File: config.mk
export PLATFORM = sky130hd
export DESIGN_NAME = gs_host_link
export DESIGN_NICKNAME = d
export VERILOG_FILES = /design/src/rtl/gs_host_link.sv
export SDC_FILE = /design/constraint.sdc
export NUM_CORES = 1
export LEC_CHECK = 0
export CORE_MARGIN = 4
export CORE_UTILIZATION = 55
export DETAILED_ROUTE_END_ITERATION = 16
export HOLD_SLACK_MARGIN = 0.12
export PLACE_DENSITY = 0.95
export SETUP_SLACK_MARGIN = 0.5
export SLEW_MARGIN = 20
export SYNTH_ARGS = -nofsm -noshare
export SYNTH_HDL_FRONTEND = slang
export SYNTH_SLANG_ARGS = --single-unit
File: constraint.sdc
create_clock -name CLK -period 4.9 [get_ports CLK]
set_input_delay 1.225 -clock CLK [delete_from_list [all_inputs] [get_ports CLK]]
set_output_delay 1.225 -clock CLK [all_outputs]
set_load 0.05 [all_outputs]
File: src/rtl/gs_host_link.sv
// Host-side bus master for the General Sound mailbox (#B3 data, #BB command/status).
// Polls the GS flags before each transfer and runs Z80-style I/O cycles paced by CE.
module gs_host_link #(
  parameter int unsigned IO_TICKS   = 3,
  parameter int unsigned POLL_LIMIT = 4095
) (
  input  logic        CLK,
  input  logic        RESET,
  input  logic        CE,
  input  logic        REQ_VALID,
  output logic        REQ_READY,
  input  logic [1:0]  REQ_OP,
  input  logic [7:0]  REQ_DATA,
  output logic        RSP_VALID,
  output logic [7:0]  RSP_DATA,
  output logic        RSP_TIMEOUT,
  output logic [15:0] A,
  output logic [7:0]  DO,
  input  logic [7:0]  DI,
  output logic        WR_n,
  output logic        RD_n,
  output logic        IORQ_n,
  output logic        M1_n
);

  typedef enum logic [2:0] {
    StIdle, StPollSetup, StPollAct, StPollCheck, StXferSetup, StXferAct, StXferEnd, StResp
  } state_e;

  localparam logic [3:0]  TickLast = 4'(IO_TICKS - 1);
  localparam logic [15:0] PollLast = 16'(POLL_LIMIT - 1);
  localparam logic [15:0] AddrData = 16'h00B3;
  localparam logic [15:0] AddrCmd  = 16'h00BB;

  state_e      state_q, state_d;
  logic [1:0]  op_q, op_d;
  logic [7:0]  data_q, data_d;
  logic [3:0]  tick_q, tick_d;
  logic [15:0] poll_q, poll_d;
  logic [7:0]  stat_q, stat_d;
  logic [15:0] addr_q, addr_d;
  logic [7:0]  do_q, do_d;
  logic [7:0]  rsp_data_q, rsp_data_d;
  logic        rsp_to_q, rsp_to_d;

  logic        is_write;
  logic        wait_ok;
  logic [15:0] xfer_addr;

  assign is_write  = ~op_q[1];
  assign xfer_addr = op_q[0] ? AddrCmd : AddrData;

  always_comb begin
    unique case (op_q)
      2'b00:   wait_ok = ~stat_q[7];
      2'b01:   wait_ok = ~stat_q[0];
      2'b10:   wait_ok = stat_q[7];
      default: wait_ok = 1'b1;
    endcase
  end

  always_comb begin
    state_d    = state_q;
    op_d       = op_q;
    data_d     = data_q;
    tick_d     = tick_q;
    poll_d     = poll_q;
    stat_d     = stat_q;
    addr_d     = addr_q;
    do_d       = do_q;
    rsp_data_d = rsp_data_q;
    rsp_to_d   = rsp_to_q;

    unique case (state_q)
      StIdle: begin
        // Acceptance is CLK-level; the bus side then waits for CE in the setup state.
        if (REQ_VALID) begin
          op_d    = REQ_OP;
          data_d  = REQ_DATA;
          poll_d  = '0;
          addr_d  = AddrCmd;
          state_d = (REQ_OP == 2'b11) ? StXferSetup : StPollSetup;
        end
      end
      StPollSetup: begin
        if (CE) begin
          tick_d  = '0;
          state_d = StPollAct;
        end
      end
      StPollAct: begin
        if (CE) begin
          if (tick_q == TickLast) begin
            stat_d  = DI;
            state_d = StPollCheck;
          end else begin
            tick_d = tick_q + 4'd1;
          end
        end
      end
      StPollCheck: begin
        if (CE) begin
          if (wait_ok) begin
            addr_d  = xfer_addr;
            if (is_write) do_d = data_q;
            state_d = StXferSetup;
          end else if (poll_q == PollLast) begin
            rsp_data_d = 8'h00;
            rsp_to_d   = 1'b1;
            state_d    = StResp;
          end else begin
            poll_d  = poll_q + 16'd1;
            state_d = StPollSetup;
          end
        end
      end
      StXferSetup: begin
        if (CE) begin
          tick_d  = '0;
          state_d = StXferAct;
        end
      end
      StXferAct: begin
        if (CE) begin
          if (tick_q == TickLast) begin
            stat_d  = DI;
            state_d = StXferEnd;
          end else begin
            tick_d = tick_q + 4'd1;
          end
        end
      end
      StXferEnd: begin
        if (CE) begin
          rsp_data_d = is_write ? 8'h00 : stat_q;
          rsp_to_d   = 1'b0;
          state_d    = StResp;
        end
      end
      StResp: state_d = StIdle;
      default: state_d = StIdle;
    endcase
  end

  always_ff @(posedge CLK) begin
    if (RESET) begin
      state_q    <= StIdle;
      op_q       <= 2'b00;
      data_q     <= 8'h00;
      tick_q     <= '0;
      poll_q     <= '0;
      stat_q     <= 8'h00;
      addr_q     <= 16'h0000;
      do_q       <= 8'h00;
      rsp_data_q <= 8'h00;
      rsp_to_q   <= 1'b0;
    end else begin
      state_q    <= state_d;
      op_q       <= op_d;
      data_q     <= data_d;
      tick_q     <= tick_d;
      poll_q     <= poll_d;
      stat_q     <= stat_d;
      addr_q     <= addr_d;
      do_q       <= do_d;
      rsp_data_q <= rsp_data_d;
      rsp_to_q   <= rsp_to_d;
    end
  end

  // Strobes decode straight from the state register, so they rise in the same CLK as leaving ACT.
  assign IORQ_n      = ~((state_q == StPollAct) || (state_q == StXferAct));
  assign RD_n        = ~((state_q == StPollAct) || ((state_q == StXferAct) && !is_write));
  assign WR_n        = ~((state_q == StXferAct) && is_write);
  assign M1_n        = 1'b1;
  assign A           = addr_q;
  assign DO          = do_q;
  assign REQ_READY   = (state_q == StIdle);
  assign RSP_VALID   = (state_q == StResp);
  assign RSP_DATA    = rsp_data_q;
  assign RSP_TIMEOUT = rsp_to_q;

endmodule

# Word level (Yosys, flattened, before mapping)

Cells that the tools add are included.

Bits of input ports: 22
Register bits: 74
Logic and storage cells: 104
Output and inout port bits: 39

Reductions and logical operators: 19
Bitwise operators: 6
Equal/unequal tests: 28
Multiplexer cells: 39
Add/sub/neg operators: 2

Operator list:

| kind                                                   | count |
|---|---|
| 2-to-1 mux 16 bit                                      | 7 |
| one-hot mux 16 bit (2 select lines)                    | 2 |
| 2-to-1 mux 8 bit                                       | 5 |
| 2-to-1 mux 3 bit                                       | 12 |
| != test 2 bit (second input constant)                  | 14 |
| one-hot mux 3 bit (8 select lines)                     | 1 |
| adder 16 x 1 -> 16 bit (second input constant)         | 1 |
| equality test 16 x 12 -> 1 bit (second input constant) | 1 |
| 2-to-1 mux 4 bit                                       | 4 |
| one-hot mux 8 bit (2 select lines)                     | 1 |
| equality test 3 bit (second input constant)            | 4 |
| AND reduction 4 bit                                    | 3 |
| AND reduction 5 bit                                    | 2 |
| AND reduction 9 bit                                    | 1 |
| one-hot mux 4 bit (2 select lines)                     | 1 |
| equality test 3 x 2 -> 1 bit (second input constant)   | 2 |
| inverter 1 bit                                         | 6 |
| nonzero test 2 bit                                     | 3 |
| adder 4 x 1 -> 4 bit (second input constant)           | 1 |
| equality test 2 bit (second input constant)            | 2 |
| equality test 4 x 2 -> 1 bit (second input constant)   | 1 |
| 2-to-1 mux 1 bit                                       | 4 |
| != test 2 x 1 -> 1 bit (second input constant)         | 2 |
| OR reduction 2 bit                                     | 2 |
| 10 further kinds                                       | 12 |

# Depth between registers and ports, before layout

Gate-level depths: netlist (run 1).

Depth after elaboration: 5
Depth in mapped cells: 9
Gate-level depth less buffers: 7

# Worst setup path after synthesis (run 1)

Ideal clock, no wire load.

Kind: reg-to-output
From: register state_q[0]
To: output port RSP_VALID
Arrival: 1815 ps
Setup slack: 1860 ps
Data required time: 3675 ps
Stages on the path, launching flop included: 6
Path buffers: 3
Cells stage by stage: dfxtp_1 clkbuf_1 clkbuf_1 nand2_1 clkbuf_1 nor2_1

Longest elaborated chain between the ends: 1

Ends and longest elaborated chain:

| what                   | RTL line | RTL |
|---|---|---|
| from (decl)            | 35       | `state_e state_q, state_d;` |
| from (signal assigned) | 147      | `state_q <= StIdle;` |
| from (signal assigned) | 158      | `state_q <= state_d;` |
| equality test 3 bit    | 179      | `assign RSP_VALID = (state_q == StResp);` |
| to (decl)              | 14       | `output logic RSP_VALID,` |

Every way passes these cells.

# Worst setup path in the final report (run 1)

Ends and elaborated chain as after synthesis.

==> results of run 1 <==
-- cell type report --
type	instances	area, um^2	share of cell area (%)
clock buffer	10	128	3.63
clock inverter	6	88.8	2.53
inverter	7	26.3	0.748
multi-input combinational	249	1490	42.4
sequential	60	1200	34.2
tap	70	87.6	2.49
timing repair buffer	50	493	14.0
-- power by group --
group	switching [mW]	leakage (nW)	total, mW	internal (mW)
Sequential	0.0540	0.486	0.578	0.524
Combinational	0.270	0.837	0.403	0.133
Clock	0.202	0.102	0.488	0.286
-- sequential cells by signal, indices dropped and copies added (netlist names) --
| name | count |
|---|---|
| A | 2 |
| DO | 8 |
| RSP_DATA | 8 |
| RSP_TIMEOUT | 1 |
| data_q | 8 |
| op_q | 2 |
| poll_q | 16 |
| stat_q | 8 |
| state_q | 3 |
| tick_q | 4 |
-- cells in the final DEF (no fill, tap or decap), types with 2 or more instances in the layout --
cell type / instances
bufinv_16: 2
nand4_1: 5
and2_1: 5
or3b_2: 2
and3_1: 6
inv_1: 7
dfxtp_1: 60
nand2b_1: 5
xnor2_1: 2
clkbuf_8: 9
a31oi_1: 6
and4_1: 3
nand2_1: 36
conb_1: 11
a211oi_1: 3
o32ai_1: 2
nor2b_1: 10
o31ai_1: 3
o21ai_0: 17
clkinvlp_4: 2
or4_1: 2
ha_1: 4
clkdlybuf4s50_1: 48
xor2_1: 3
a21oi_1: 23
a41oi_1: 3
mux2i_1: 16
nand3b_1: 4
o211ai_1: 2
nor2_1: 35
a22o_1: 8
a22oi_1: 2
nand3_1: 9
nor3_1: 5
-- critical path, cell delays in order (launching register included) --
cell,delay [ps]
dfxtp_1,680
nand2_1,430
nor2_1,200
clkdlybuf4s50_1,830
-- logic make-up after synthesis --
kind of cell / Yosys count / share of synthesized area (%)
flops: 60 / 41.6
other cells: 2 / 0.260
compound gates: 81 / 18.4
fa+ha+maj: 4 / 1.73
xor+xnor: 5 / 1.52
mux: 16 / 5.55
simple gates: 132 / 22.9
buf+inv: 43 / 7.98
-- metal layers --
metal	global-route usage, %	wire, um	up-vias
li1	-	-	1251
met1	27.3	2810	1217
met2	36.1	3450	108
met3	4.82	397	25
met4	15.7	250	0
met5	0	0	-
-- final timing paths --
path,from,endpoint,slack [ps],cells after the start
setup / recovery,state_q[0],RSP_VALID,1190,3
hold / removal,data_q[4],data_q[4],460,2
setup reg to reg,poll_q[12],poll_q[15],2310,5
hold reg to reg,data_q[4],data_q[4],460,2
==> flow_summary.json, run 1 <==
{
  "setup_viol": 0,
  "post-cts-setup-buffers": 0,
  "period_share_pct": 75.7,
  "cts.sinks": 60,
  "row_count": 26,
  "ys_warn_count": 0,
  "status": "finished, final reports clean",
  "netlist_area_um2": 2890,
  "syn_avg_cell_area_um2": 8.41,
  "synthDistinctLibCells": 52,
  "wl_um": 6910,
  "cts_made_buffers": 9,
  "hold_viol": 0,
  "arrival_ps": 2490,
  "cts_tree": "yes",
  "grt_pass1_wl_um": 11300,
  "period_needed_ps": 3710,
  "drive_gt1_share_pct": 5.76,
  "die_y_um": 80.4,
  "post_dp_cell_area_um2": 3300,
  "cts_max_level": 3,
  "synth_largest_area_cell": "dfxtp_1",
  "clk_path_buf_depth": 2,
  "finalPower_mw": 1.47,
  "path_clk_slew_ps": 70,
  "synth_area_leaders": "dfxtp_1, mux2i_1, nand2_1",
  "p_leak_nw": 1.42,
  "antenna_cells": 0,
  "post-place-ws_ps": 1530,
  "synthArstFlopShare_pct": 0,
  "cts-root-buf": "clkbuf_8",
  "ir_drop_mv": 0.337,
  "hold_slack_ps": 459,
  "yosysTopAreaCellShare_pct": 41.6,
  "track_usage_pct": 22.7,
  "coreArea_um2": 5110,
  "n_fill_cell": 377,
  "timing.slew.headroom_pct": 57.6,
  "area_growth_pct": 21.7,
  "yosysSeqAreaShare_pct": 41.6,
  "max_freq_mhz": 269,
  "fin_ws_ps": 1190,
  "crit_path_start_kind": "register",
  "synthCells": 343,
  "clock_latency_ps": 350,
  "tightest_slew_ps": 635,
  "required_ps": 3670,
  "criticalPathCategory": "register to output port",
  "hp-class": "register to register",
  "vias": 2601,
  "design.die.area_um2": 6470,
  "fin_setup_tns_ps": 0,
  "portBuffers": 49,
  "wl_per_cell_um": 15.3,
  "synth.ff_latch_count": 60,
  "synth_flop_cell": "dfxtp_1",
  "dp_hpwl_um": 4540,
  "cts_resized": 0,
  "dp_cells": 436,
  "die_w_um": 80.4,
  "p_per_area_nw_per_um2": 418,
  "finalNonFillerCells": 452,
  "rsz0062_at_grt": "no",
  "yosys.cell_count.top_type": "dfxtp_1",
  "drt_iter0_drc": 264,
  "hold_buffers": 0,
  "io_pins": 61,
  "critPathMaxFanout": 18,
  "slew_viol_final": 0,
  "yosys-top-cells-count": "dfxtp_1, nand2_1, nor2_1, a21oi_1",
  "drtPass1Iterations": 4,
  "finalNetCount": 403,
  "vias_per_cell": 5.75,
  "fin_skew_ps": 10.9,
  "grt_pass1_vias": 2454,
  "drc_errors": 0,
  "endpoint_kind": "output port",
  "design_area_um2": 3510,
  "synth_edf_count": 0,
  "overflow": 0,
  "post-route-util_pct": 68.8,
  "cap_violations": 0,
  "globalplace.congestion": 0.855,
  "antenna_left": 0,
  "start_util_pct": 56.5,
  "grt_max_degree": 33,
  "antenna_found_initial": 0
}
Power figures use the tool's default switching activity.
==> run 2: changes to the inputs <==
--- a/config.mk
+++ b/config.mk
@@ -6,10 +6,10 @@
 export NUM_CORES = 1
 export LEC_CHECK = 0
 export CORE_MARGIN = 4
-export CORE_UTILIZATION = 55
+export CORE_UTILIZATION = 46
 export DETAILED_ROUTE_END_ITERATION = 16
 export HOLD_SLACK_MARGIN = 0.12
-export PLACE_DENSITY = 0.95
+export PLACE_DENSITY = 0.87
 export SETUP_SLACK_MARGIN = 0.5
 export SLEW_MARGIN = 20
 export SYNTH_ARGS = -nofsm -noshare
==> constraint.sdc (replaced) <==
create_clock -name CLK -period 3.2 [get_ports CLK]
set_input_delay 0.8 -clock CLK [delete_from_list [all_inputs] [get_ports CLK]]
set_output_delay 0.8 -clock CLK [all_outputs]
set_load 0.05 [all_outputs]
==> run 2 against run 1 <==
Total power up 43%. Combinational power up 62%. Setup slack worse by 560 ps. Via count down 2.1%. Sequential power up 48%. Register-to-register slack worse by 1600 ps.
==> flow_summary.json, run 2 (synthesized netlist as in run 1, its figures left out) <==
{
  "status": "finished, final reports clean",
  "io_pins": 61,
  "n_fill_cell": 504,
  "timing.slew.headroom_pct": 55.3,
  "grt_max_degree": 23,
  "finalNetCount": 410,
  "critPathMaxFanout": 12,
  "criticalPathCategory": "register to output port",
  "drt_iter0_drc": 250,
  "layout_commonest_cell": "dfxtp_1",
  "pwr-share-seq_pct": 40.5,
  "vias": 2547,
  "power.internal_mw": 1.30,
  "switching_share_pct": 38.5,
  "top_register": "poll_q",
  "p_leak_nw": 1.44,
  "hp-class": "register to register",
  "tightest_slew_ps": 670,
  "endpoint_kind": "output port",
  "fin_skew_ps": 8.16,
  "setup_viol": 0,
  "slew_viol_final": 0,
  "rsz0062_at_grt": "no",
  "ir_drop_mv": 0.584,
  "drc_errors": 0,
  "die_w_um": 87.2,
  "cts.sinks": 60,
  "p_per_area_nw_per_um2": 599,
  "area_growth_pct": 22.1,
  "path_clk_slew_ps": 70,
  "wl_um": 6610,
  "start_util_pct": 48.2,
  "drtPass1Iterations": 4,
  "cap_violations": 0,
  "crit_path_start_kind": "register",
  "globalplace.congestion": 0.897,
  "grt_pass1_wl_um": 11000,
  "min-delay-start": "data_q[4]",
  "largest_reg_flops": 16,
  "hold_viol": 0,
  "cts_max_level": 3,
  "antenna_left": 0,
  "required_ps": 2400,
  "cp-startpoint": "state_q[2]",
  "final_cell_mix": "dfxtp_1, clkdlybuf4s50_1, nand2_1",
  "arrival_ps": 1770,
  "grt_pass1_vias": 2364,
  "cts_made_buffers": 9,
  "combPwrFrac_pct": 31.0,
  "drive_gt1_share_pct": 7.97,
  "seq_area_um2": 1200,
  "design.die.area_um2": 7600,
  "antenna_found_initial": 0,
  "wl_per_cell_um": 14.3,
  "clock_power_share_pct": 28.5,
  "vias_per_cell": 5.49,
  "cts_tree": "yes",
  "overflow": 0,
  "period_share_pct": 80.4,
  "multi_input_area_um2": 1490,
  "row_count": 28,
  "coreArea_um2": 5990,
  "post-cts-setup-buffers": 0,
  "dp_hpwl_um": 4650,
  "p_sw_uw": 811,
  "antenna_cells": 0,
  "period_needed_ps": 2570,
  "max_freq_mhz": 389,
  "clock_latency_ps": 340,
  "clk_path_buf_depth": 2,
  "hold_slack_ps": 458,
  "portBuffers": 49,
  "rr_startpoint": "poll_q[12]",
  "cts-root-buf": "clkbuf_8",
  "fin_setup_tns_ps": 0,
  "track_usage_pct": 18.3,
  "die_y_um": 87.2
}
==> run 2: cell types whose count changed in the layout (fill, tap and decap cells not counted), sizes merged <==
cell	previous run	this run
dlygate4sd2	0	2
inv	7	8
buf	2	8
bufinv	2	0
clkdlybuf4s50	48	44
clkdlybuf4s15	0	1
clkbuf	10	11
clkinv	2	4
==> run 2: area by class of cell <==
type,instances,share of cell area (%)
inverter,7,0.746
clock inverter,7,1.46
multi-input combinational,249,42.2
tap,75,2.66
sequential,60,34.1
timing repair buffer,57,15.3
clock buffer,9,3.52
==> run 2: power groups by stage <==
stage          combinational [mW]  clock [mW]  sequential (mW)
4_1_cts                     0.652       0.615            0.853
6_report                    0.653       0.601            0.854
3_5_place_dp                0.658           0            0.870
3_3_place_gp                0.651           0            0.866
5_1_grt                     0.710       0.651            0.863
2_1_floorplan               0.489           0            0.875
==> run 2: stage by stage <==
step                      worst slack (ps)  area (um^2)  instances  power (mW)  util, %
after floorplan                        527         2920        352        1.36        -
after global placement                 469         3360        448        1.52     56.1
after detailed placement               418         3360        448        1.53     56.1
after CTS                              481         3530        464        2.12     58.9
after global routing                   518         3520        464        2.22     58.8
final                                  629         3520        464        2.11     58.8
==> run 2: final timing paths <==
check / slack, ps / cells after the start / end
worst max-delay path: 630 / 3 / RSP_VALID
worst min-delay path: 460 / 2 / data_q[4]
worst max register to register: 760 / 5 / RSP_DATA[3]
worst min register to register: 460 / 2 / data_q[4]
==> run 2: worst max-delay path, stage by stage (launching register included) <==
cell and delay, ps:
dfxtp_1 560, inv_1 220, nor2_1 150, clkdlybuf4s15_1 510
==> run 2: metal layers <==
layer  part of all wire [%]  up-vias  routed length [um]  GRT usage [%]
met5                      0        -                   0              0
met4                   0.95        0                  63           6.69
met3                    6.7        7                 444           6.34
met2                     46       90                3050           27.2
met1                     46     1180                3060           24.5
li1                       -     1270                   -              -
==> run 2: repair_timing <==
| item | 4_1_cts | 5_1_grt |
|---|---|---|
| pin swaps | 0 | 0 |
| cloned | 0 | 0 |
| setup endpoints to repair | 5 | 3 |
| gates resized for setup | 6 | 4 |
| hold buffers | 0 | 0 |
| hold endpoints to repair | 0 | 0 |
==> run 3: changes to the inputs <==
==> constraint.sdc (replaced) <==
create_clock -name CLK -period 2.3 [get_ports CLK]
set_input_delay 0.575 -clock CLK [delete_from_list [all_inputs] [get_ports CLK]]
set_output_delay 0.575 -clock CLK [all_outputs]
set_load 0.05 [all_outputs]
==> run 3 against run 2 <==
Clock skew grew 3.6 ps. Utilization rose by 12 points. Global-route usage up 5.7 points. Worst hold slack improved by 12 ps. Sequential power increased by 43%. Combinational power grew to 2.5 times the previous value. Total power rose by 84%. Critical path type is now register to register. Critical endpoint is now poll_q[15]. Largest power group is now combinational logic.
==> flow_summary.json, run 3 (synthesized netlist as in run 1, its figures left out) <==
{
  "cpLargestDelayFamily": "simple AND/OR/NAND/NOR gates",
  "final_cell_mix": "dfxtp_1, nor2_1, buf_4",
  "rsz0062_at_grt": "yes",
  "fin_setup_tns_ps": 0,
  "crit_path_start_kind": "register",
  "cts_max_level": 3,
  "overflow": 0,
  "layout_commonest_cell": "dfxtp_1",
  "vias_per_cell": 6.12,
  "design.die.area_um2": 7600,
  "required_ps": 2530,
  "timing.slew.headroom_pct": 65.7,
  "tightest_slew_ps": 512,
  "path_cells": "or4_4 -> or4_4 -> buf_4 -> and4_4 -> a41oi_2 -> a31oi_1",
  "criticalPathCategory": "register to register",
  "crit_path_frequent_cell": "or4_4",
  "r2r_slack_ps": 160,
  "critPathMaxFanout": 8,
  "drt_iter0_drc": 286,
  "track_usage_pct": 24.0,
  "max_freq_mhz": 467,
  "antenna_found_initial": 0,
  "cts-root-buf": "clkbuf_8",
  "drc_errors": 0,
  "clock_latency_ps": 360,
  "drive_gt1_share_pct": 36.2,
  "portBuffers": 49,
  "start_util_pct": 48.2,
  "design_area_um2": 4260,
  "grt_max_degree": 27,
  "setup_viol": 0,
  "cpPeakStageDelay_ps": 510,
  "antenna_left": 0,
  "status": "finished, final reports clean",
  "row_count": 28,
  "finalNetCount": 449,
  "cts.sinks": 60,
  "slew_viol_final": 0,
  "arrival_ps": 2370,
  "area_growth_pct": 47.5,
  "p_leak_nw": 1.84,
  "period_needed_ps": 2140,
  "dp_hpwl_um": 5080,
  "largest_reg_flops": 16,
  "hold_viol": 0,
  "path_clk_slew_ps": 70,
  "finalPower_mw": 3.87,
  "antenna_cells": 0,
  "globalplace.congestion": 0.835,
  "die_w_um": 87.2,
  "grt_pass1_vias": 2906,
  "top_register": "poll_q",
  "cap_violations": 0,
  "grt_pass1_wl_um": 14000,
  "period_share_pct": 93.0,
  "wl_per_cell_um": 20.7,
  "coreArea_um2": 5990,
  "ir_drop_mv": 0.793,
  "clk_path_buf_depth": 2,
  "cts_tree": "yes",
  "hp-class": "register to register",
  "endpoint_kind": "register",
  "die_y_um": 87.2,
  "io_pins": 61,
  "worst_path_max_delay_cell": "or4_4",
  "vias": 3080,
  "p_per_area_nw_per_um2": 910,
  "wl_um": 10400,
  "drtPass1Iterations": 5,
  "fin_skew_ps": 11.7,
  "cp_num_buf_inv": 1,
  "cts_made_buffers": 9,
  "post_dp_cell_area_um2": 3560
}
==> run 3: cell types whose count changed in the layout (fill, tap and decap cells not counted), moves of 8 or more <==
cell	previous run	this run
o21ai_1	0	10
clkdlybuf4s50_1	44	18
a21oi_1	23	9
dfxtp_1	60	52
buf_6	0	12
a21oi_2	0	9
nand2_1	36	26
buf_4	8	32
nand2_4	0	8
o21ai_0	17	2
clkbuf_2	2	14
==> run 3: area by class of cell <==
type | instances | area [um^2]
clock inverter | 7 | 76.3
fill | 385 | 1730
multi-input combinational | 249 | 1840
tap | 75 | 93.8
sequential | 60 | 1220
timing repair buffer | 96 | 875
inverter | 7 | 26.3
clock buffer | 9 | 124
==> run 3: worst reg2reg max path: stages (launching register included) <==
cell and delay, ps:
dfxtp_4 360, or4_4 500, or4_4 510, buf_4 180
and4_4 220, a41oi_2 190, a31oi_1 60
==> run 3: through the flow <==
| step | setup slack (ps) | hold WS (ps) | util, % | std cells |
|---|---|---|---|---|
| 2_1_floorplan | 299 | 436 | - | 352 |
| 3_3_place_gp | -71.4 | 442 | 59.5 | 463 |
| 3_5_place_dp | -114 | 447 | 59.5 | 463 |
| 4_1_cts | 246 | 461 | 67.6 | 492 |
| 5_1_grt | 121 | 467 | 71.1 | 503 |
| 6_report | 160 | 470 | 71.1 | 503 |
==> run 3: worst paths after layout <==
| kind | start | to | cells after the start |
|---|---|---|---|
| hold / removal | poll_q[15] | poll_q[15] | 1 |
| setup reg to reg | poll_q[13] | poll_q[15] | 6 |
| hold reg to reg | poll_q[15] | poll_q[15] | 1 |
| setup / recovery | poll_q[13] | poll_q[15] | 6 |
==> run 3: power by group <==
group,switching [mW],leakage [nW],internal (mW)
sequential,0.0992,0.491,1.12
combinational,0.955,1.25,0.695
clock,0.494,0.0958,0.505
total,1.55,1.84,2.32
==> run 3: metal layers <==
| layer | GRT usage, % | part of all wire, % | vias to the layer above |
|---|---|---|---|
| met3 | 7.19 | 7.7 | 64 |
| li1 | - | - | 1352 |
| met5 | 0 | 0 | - |
| met2 | 41.1 | 51 | 191 |
| met4 | 12.8 | 5.1 | 0 |
| met1 | 26.7 | 36 | 1473 |
==> run 3: timing repair <==
item | in CTS | in global routing
endpoints found under the hold margin | 0 | 0
hold buffers | 0 | 0
pin swaps | 15 | 27
cloned | 1 | 0
setup buffers | 12 | 11
setup endpoints to repair | 84 | 72
resized for setup | 114 | 64
